### config.mk
export PLATFORM = sky130hd
export DESIGN_NAME = ram_port_arbiter_flat
export DESIGN_NICKNAME = d
export VERILOG_FILES = /design/src/rtl/ram_port_arbiter_pkg.sv /design/src/rtl/ram_port_arbiter_if.sv /design/src/rtl/ram_port_arbiter_rr_arb2.sv /design/src/rtl/ram_port_arbiter.sv /design/src/flat_wrapper.sv
export SDC_FILE = /design/constraint.sdc
export NUM_CORES = 1
export LEC_CHECK = 0
export CAP_MARGIN = 20
export CORE_MARGIN = 10
export CORE_UTILIZATION = 40
export DETAILED_ROUTE_END_ITERATION = 16
export PLACE_DENSITY_LB_ADDON = 0.25
export SLEW_MARGIN = 20
export SYNTH_ARGS = -nofsm -noshare
export SYNTH_HDL_FRONTEND = slang
export SYNTH_SLANG_ARGS = --single-unit
### constraint.sdc
create_clock -name in_clk -period 1.6 [get_ports in_clk]
set_input_delay 0.24 -clock in_clk [delete_from_list [all_inputs] [get_ports in_clk]]
set_output_delay 0.24 -clock in_clk [all_outputs]
set_load 0.05 [all_outputs]
### src/rtl/ram_port_arbiter_pkg.sv
// Shared types and constants for the two-port RAM arbiter.
package ram_arb_pkg;

  // Access sequencer states; one access walks all four in order.
  typedef enum logic [1:0] {
    StIdle    = 2'd0,
    StIssue   = 2'd1,
    StCapture = 2'd2,
    StResp    = 2'd3
  } arb_state_e;

  // Requester indices, also used as the grant encoding.
  localparam logic REQ_A = 1'b0;
  localparam logic REQ_B = 1'b1;

  localparam int unsigned CONFLICT_CNT_W = 16;

  // Saturating increment for the conflict counter.
  function automatic logic [CONFLICT_CNT_W-1:0] sat_inc(input logic [CONFLICT_CNT_W-1:0] v);
    return (&v) ? v : v + 1'b1;
  endfunction

endpackage

### src/rtl/ram_port_arbiter_if.sv
// Bundle of requester A/B handshakes plus the RAM-side port of the arbiter.
// slave: arbiter view. master: requesters + RAM view.
interface ram_port_arbiter_if #(
  parameter int unsigned RAM_ADDR_WIDTH = 8,
  parameter int unsigned RAM_DATA_WIDTH = 8
) ();

  logic                      in_a_req;
  logic                      in_a_wr;
  logic [RAM_ADDR_WIDTH-1:0] in_a_addr;
  logic [RAM_DATA_WIDTH-1:0] in_a_data;
  logic                      out_a_ack;
  logic [RAM_DATA_WIDTH-1:0] out_a_data;

  logic                      in_b_req;
  logic                      in_b_wr;
  logic [RAM_ADDR_WIDTH-1:0] in_b_addr;
  logic [RAM_DATA_WIDTH-1:0] in_b_data;
  logic                      out_b_ack;
  logic [RAM_DATA_WIDTH-1:0] out_b_data;

  logic [RAM_ADDR_WIDTH-1:0] out_ram_addr;
  logic [RAM_DATA_WIDTH-1:0] out_ram_data;
  logic                      out_ram_wr;
  logic [RAM_DATA_WIDTH-1:0] in_ram_data;

  logic                      out_busy;

  modport slave (
    input  in_a_req, in_a_wr, in_a_addr, in_a_data,
    input  in_b_req, in_b_wr, in_b_addr, in_b_data,
    input  in_ram_data,
    output out_a_ack, out_a_data, out_b_ack, out_b_data,
    output out_ram_addr, out_ram_data, out_ram_wr, out_busy
  );

  modport master (
    output in_a_req, in_a_wr, in_a_addr, in_a_data,
    output in_b_req, in_b_wr, in_b_addr, in_b_data,
    output in_ram_data,
    input  out_a_ack, out_a_data, out_b_ack, out_b_data,
    input  out_ram_addr, out_ram_data, out_ram_wr, out_busy
  );

endinterface

### src/rtl/ram_port_arbiter_rr_arb2.sv
// Combinational two-way round-robin grant: on a tie the requester that was
// not granted last wins; a lone request always wins.
module rr_arb2
  import ram_arb_pkg::*;
(
  input  logic [1:0] req_i,
  input  logic       last_grant_i,
  output logic       valid_o,
  output logic       grant_o
);

  // Pick the winner from the current requests and the previous grant.
  always_comb begin
    valid_o = |req_i;
    grant_o = REQ_A;
    if (req_i[REQ_A] && req_i[REQ_B]) begin
      grant_o = ~last_grant_i;
    end else if (req_i[REQ_B]) begin
      grant_o = REQ_B;
    end
  end

endmodule

### src/rtl/ram_port_arbiter.sv
// Round-robin arbiter sharing one registered-read, write-through single-port
// RAM between requesters A and B. Each access runs IDLE->ISSUE->CAPTURE->RESP.
// Optional: define RAM_ARB_CONFLICT_CNT_EN to add the saturating
// out_conflict_cnt port counting IDLE edges with both requests high.
module ram_port_arbiter
  import ram_arb_pkg::*;
#(
  parameter int unsigned RAM_ADDR_WIDTH = 8,
  parameter int unsigned RAM_DATA_WIDTH = 8
) (
  input  logic                      in_clk,
  input  logic                      in_rst,
`ifdef RAM_ARB_CONFLICT_CNT_EN
  output logic [CONFLICT_CNT_W-1:0] out_conflict_cnt,
`endif
  ram_port_arbiter_if.slave         bus
);

  arb_state_e                state_q;
  logic                      last_grant_q;
  logic                      grant_q;
  logic [RAM_ADDR_WIDTH-1:0] ram_addr_q;
  logic [RAM_DATA_WIDTH-1:0] ram_data_q;
  logic                      ram_wr_q;
  logic                      a_ack_q;
  logic                      b_ack_q;
  logic [RAM_DATA_WIDTH-1:0] a_data_q;
  logic [RAM_DATA_WIDTH-1:0] b_data_q;

  logic [1:0] req;
  logic       arb_valid;
  logic       arb_grant;

  assign req[REQ_A] = bus.in_a_req;
  assign req[REQ_B] = bus.in_b_req;

  rr_arb2 u_rr_arb2 (
    .req_i        (req),
    .last_grant_i (last_grant_q),
    .valid_o      (arb_valid),
    .grant_o      (arb_grant)
  );

  // Access sequencer: registers the winner onto the RAM port, pulses the
  // write for one cycle, captures read data and pulses the winner's ack.
  always_ff @(posedge in_clk or posedge in_rst) begin
    if (in_rst) begin
      state_q      <= StIdle;
      last_grant_q <= REQ_B;
      grant_q      <= REQ_A;
      ram_addr_q   <= '0;
      ram_data_q   <= '0;
      ram_wr_q     <= 1'b0;
      a_ack_q      <= 1'b0;
      b_ack_q      <= 1'b0;
      a_data_q     <= '0;
      b_data_q     <= '0;
    end else begin
      unique case (state_q)
        StIdle: begin
          if (arb_valid) begin
            if (arb_grant == REQ_B) begin
              ram_addr_q <= bus.in_b_addr;
              ram_data_q <= bus.in_b_data;
              ram_wr_q   <= bus.in_b_wr;
            end else begin
              ram_addr_q <= bus.in_a_addr;
              ram_data_q <= bus.in_a_data;
              ram_wr_q   <= bus.in_a_wr;
            end
            // Any grant moves the round-robin pointer, so a tie after a
            // lone access still favours the other side.
            last_grant_q <= arb_grant;
            grant_q      <= arb_grant;
            state_q      <= StIssue;
          end else begin
            ram_wr_q <= 1'b0;
          end
        end
        StIssue: begin
          // RAM samples the port at this edge; drop write so it lasts one cycle.
          ram_wr_q <= 1'b0;
          state_q  <= StCapture;
        end
        StCapture: begin
          // Write-through RAM returns the written value, so writes echo here.
          if (grant_q == REQ_B) begin
            b_data_q <= bus.in_ram_data;
            b_ack_q  <= 1'b1;
          end else begin
            a_data_q <= bus.in_ram_data;
            a_ack_q  <= 1'b1;
          end
          state_q <= StResp;
        end
        StResp: begin
          a_ack_q <= 1'b0;
          b_ack_q <= 1'b0;
          state_q <= StIdle;
        end
        default: state_q <= StIdle;
      endcase
    end
  end

`ifdef RAM_ARB_CONFLICT_CNT_EN
  logic [CONFLICT_CNT_W-1:0] conflict_q;

  // Count IDLE edges where both requesters compete, saturating at all-ones.
  always_ff @(posedge in_clk or posedge in_rst) begin
    if (in_rst) begin
      conflict_q <= '0;
    end else if ((state_q == StIdle) && (&req)) begin
      conflict_q <= sat_inc(conflict_q);
    end
  end

  assign out_conflict_cnt = conflict_q;
`endif

  assign bus.out_ram_addr = ram_addr_q;
  assign bus.out_ram_data = ram_data_q;
  assign bus.out_ram_wr   = ram_wr_q;
  assign bus.out_a_ack    = a_ack_q;
  assign bus.out_a_data   = a_data_q;
  assign bus.out_b_ack    = b_ack_q;
  assign bus.out_b_data   = b_data_q;
  assign bus.out_busy     = (state_q != StIdle);

endmodule

### src/flat_wrapper.sv
// flat-port wrapper written by rule: the top's interface ports become plain ports
module ram_port_arbiter_flat import ram_arb_pkg::*;
#(
  parameter int unsigned RAM_ADDR_WIDTH = 8,
  parameter int unsigned RAM_DATA_WIDTH = 8
)
  (in_clk, in_rst, bus_in_a_req, bus_in_a_wr, bus_in_a_addr, bus_in_a_data, bus_in_b_req, bus_in_b_wr, bus_in_b_addr, bus_in_b_data, bus_in_ram_data, bus_out_a_ack, bus_out_a_data, bus_out_b_ack, bus_out_b_data, bus_out_ram_addr, bus_out_ram_data, bus_out_ram_wr, bus_out_busy);
  ram_port_arbiter_if #(.RAM_ADDR_WIDTH(RAM_ADDR_WIDTH), .RAM_DATA_WIDTH(RAM_DATA_WIDTH)) bus_i ();
  input  logic in_clk;
  input  logic in_rst;
  input wire logic [$bits(bus_i.in_a_req)-1:0] bus_in_a_req;
  input wire logic [$bits(bus_i.in_a_wr)-1:0] bus_in_a_wr;
  input wire logic [$bits(bus_i.in_a_addr)-1:0] bus_in_a_addr;
  input wire logic [$bits(bus_i.in_a_data)-1:0] bus_in_a_data;
  input wire logic [$bits(bus_i.in_b_req)-1:0] bus_in_b_req;
  input wire logic [$bits(bus_i.in_b_wr)-1:0] bus_in_b_wr;
  input wire logic [$bits(bus_i.in_b_addr)-1:0] bus_in_b_addr;
  input wire logic [$bits(bus_i.in_b_data)-1:0] bus_in_b_data;
  input wire logic [$bits(bus_i.in_ram_data)-1:0] bus_in_ram_data;
  output wire logic [$bits(bus_i.out_a_ack)-1:0] bus_out_a_ack;
  output wire logic [$bits(bus_i.out_a_data)-1:0] bus_out_a_data;
  output wire logic [$bits(bus_i.out_b_ack)-1:0] bus_out_b_ack;
  output wire logic [$bits(bus_i.out_b_data)-1:0] bus_out_b_data;
  output wire logic [$bits(bus_i.out_ram_addr)-1:0] bus_out_ram_addr;
  output wire logic [$bits(bus_i.out_ram_data)-1:0] bus_out_ram_data;
  output wire logic [$bits(bus_i.out_ram_wr)-1:0] bus_out_ram_wr;
  output wire logic [$bits(bus_i.out_busy)-1:0] bus_out_busy;
  assign bus_i.in_a_req = bus_in_a_req;
  assign bus_i.in_a_wr = bus_in_a_wr;
  assign bus_i.in_a_addr = bus_in_a_addr;
  assign bus_i.in_a_data = bus_in_a_data;
  assign bus_i.in_b_req = bus_in_b_req;
  assign bus_i.in_b_wr = bus_in_b_wr;
  assign bus_i.in_b_addr = bus_in_b_addr;
  assign bus_i.in_b_data = bus_in_b_data;
  assign bus_i.in_ram_data = bus_in_ram_data;
  assign bus_out_a_ack = bus_i.out_a_ack;
  assign bus_out_a_data = bus_i.out_a_data;
  assign bus_out_b_ack = bus_i.out_b_ack;
  assign bus_out_b_data = bus_i.out_b_data;
  assign bus_out_ram_addr = bus_i.out_ram_addr;
  assign bus_out_ram_data = bus_i.out_ram_data;
  assign bus_out_ram_wr = bus_i.out_ram_wr;
  assign bus_out_busy = bus_i.out_busy;
  ram_port_arbiter #(.RAM_ADDR_WIDTH(RAM_ADDR_WIDTH), .RAM_DATA_WIDTH(RAM_DATA_WIDTH)) u_core (.in_clk(in_clk), .in_rst(in_rst), .bus(bus_i));
endmodule
==> flow_summary.toml <==
[outcome]
outcome = "finished clean"

[critical_path]
cp-start-kind = "flip-flop"
path_class = "flip-flop to flip-flop"
crit_required_ns = 1.76
endpoint_kind = "flip-flop"
cp_max_fo = 9
timing.rr.start = "u_core.state_q[0]"
ff2ff_setup_slack_ns = 0.08
reg2reg_to = "u_core.bus.out_a_data[4]"
reg2reg_depth = 5
cp.arrival_ns = 1.69

[synthesis]
yosysTopAreaCell = "dfrtp_1"
yosysMostFrequentCell = "dfrtp_1"
ys_seq_area_frac = 0.569
synth_cell_types = 21
synthCells = 140
ys_top_cells_by_area = "dfrtp_1 55%, mux2i_1 9.9%, mux2_2 9.2%, o21ai_1 5.0%, nand2_1 4.6%"
synth_area_mm2 = 0.00172
synthTopCellsByCount = "38 x dfrtp_1, 21 x nand2_1, 17 x mux2i_1, 17 x o21ai_1, 14 x mux2_2"
synth-seq-cells = 39
yosys_warnings = 0
synth_top_area_share = 0.554
synthesis.nets = 190
synth-edff-count = 0
postSynthAreaPerCell_um2 = 12.3
ys_dominant_reg_cell = "dfrtp_1"
synthArstFlopShare = 1.00

[timing]
relSlewSlack = 0.734
timing.final.ws_setup_ns = 0.0756
drv_slew = 0
max_slew.worst_pin.slew_ns = 0.398
finalHoldViolations = 0
period_needed_ns = 1.52
grt_setup_unrepaired = "false"
fmax_mhz = 656
min_period_over_period = 0.953
fin_worst_skew_ns = 0.00483
setup_viol = 0

[floorplanning]
dieArea_mm2 = 0.00731
ios = 82
dieWidth_um = 85.5
coreArea_mm2 = 0.00409
chipHeight_um = 85.5
core.rowCount = 23
initial_core_util = 0.420

[hold_path]
hold_path_class = "input pin to asynchronous set/reset pin"

[finish]
area_growth_pct = 55.9
antenna_cells = 0
drive_above_1_share = 0.309
nets = 279
stdcell_count = 280

[clock_tree]
clk-insertion-delay-late_ns = 0.28
tritoncts = "done"
cts_root_buf = "clkbuf_8"
htreeDepth = 2
holdBufCountCts = 0
numCtsBuffers = 5
cts_max_path_buffers = 2
cts.clk_slew.worst_paths_ns = 0.07
cts_sinks = 39

[placement]
place.gp.congestion = 0.791
io_buffers = 81
dp_hpwl_um = 3960
place_ws_ns = 0.0297
dp_cells = 270

[route]
first_iter_violations = 64
drc = 0
route.antenna.remaining_nets = 0
viasPerCell = 4.83
wl_per_cell_um = 17.4
num_vias = 1351
routed_wirelength_um = 4870
dr.pass1.iters = 4

[power]
finalPower_w = 0.00633
leakagePower_nw = 1.28
peakVddDrop_mv = 0.968
powerDensity_mw_per_mm2 = 2360

[global_routing]
antenna_found_initial = 0
grt.total_usage = 0.132
grt_overflow_total = 0
grt_max_degree = 40
grt_pass1_wl_um = 7780
grt_pass1_vias = 1495

[job]
drv_cap = 0
## cell type report
| class | instances | area [um2] |
|---|---|---|
| clock buffer | 8 | 100 |
| inverter | 5 | 18.8 |
| fill | 330 | 1410 |
| timing repair buffer | 89 | 835 |
| multi-input combinational | 89 | 683 |
| sequential | 39 | 977 |
| tap | 50 | 62.6 |
## kinds of logic after synthesis
logic type | count (synthesis) | synth area share
adder cells (fa/ha/maj) | 4 | 0.0292
buffers and inverters | 12 | 0.0430
flip-flops | 39 | 0.569
AO/OA/AOI/OAI | 25 | 0.0853
multiplexers | 35 | 0.217
AND/OR/NAND/NOR | 25 | 0.0561
## metrics by stage
step | cell area (um2) | util | setup TNS [ns] | hold slack (ns)
after floorplan | 1720 | - | 0 | 0.313
after global placement | 2540 | 0.622 | 0 | 0.468
after detailed placement | 2540 | 0.622 | 0 | 0.479
after CTS | 2640 | 0.647 | -0.00197 | 0.321
after global routing | 2680 | 0.655 | 0 | 0.352
final | 2680 | 0.655 | 0 | 0.316
## critical path, cell delays in order, from the launching register on
cell     delay [ns]
dfrtp_1        0.42
inv_2          0.11
ha_2           0.22
nor2b_2        0.16
buf_6          0.16
mux2_2         0.34
## power by group
part	internal [W]	switching [W]
logic	0.00137	0.00246
clock network	0.000393	0.000313
registers	0.00150	0.000289
total	0.00326	0.00307
## sequential cells by signal (all words and copies together) (netlist names)
name	cells
u_core.state_q	2
u_core.bus.out_ram_data	8
u_core.bus.out_a_ack	1
u_core.bus.out_a_data	8
u_core.bus.out_ram_addr	8
u_core.bus.out_b_ack	1
u_core.grant_q	1
u_core.bus.out_b_data	8
u_core.bus.out_ram_wr	1
u_core.last_grant_q	1
## how the worst max path moves through the flow
stage,startpoint,endpoint
final,u_core.state_q[0],u_core.bus.out_a_data[4]
after global routing,u_core.state_q[1],bus_out_busy
after CTS,u_core.state_q[0],bus_out_busy
after detailed placement,bus_in_b_req,u_core.bus.out_ram_wr
after global placement,bus_in_b_req,u_core.bus.out_ram_wr
after floorplan,u_core.state_q[0],u_core.bus.out_a_data[2]
## layout by cell type, fill, tap and decap left out, types with 2 or more instances in the layout
cell              n
clkdlybuf4s50_1  45
buf_4            39
dfrtp_1          38
nand2_1          21
mux2i_1          17
o21ai_1          17
mux2_2           14
clkbuf_8          7
mux2_1            4
inv_1             4
buf_12            4
nor2_1            3
a31oi_1           2
a22o_1            2
ha_1              2
## per-layer routing
layer	GRT usage	vias up	share of wire
li1	-	664	-
met1	0.132	646	0.37
met2	0.257	39	0.58
met3	0.0350	2	0.045
met4	0.0389	0	0.0074
met5	0	-	0
## what timing repair did
action / 4_1_cts / 5_1_grt
hold endpoints to repair: 0 / 0
buffers inserted: 0 / 2
gates resized for setup: 1 / 5
setup endpoints to repair: 1 / 17
Note: power is estimated with default switching activity, not from simulation.
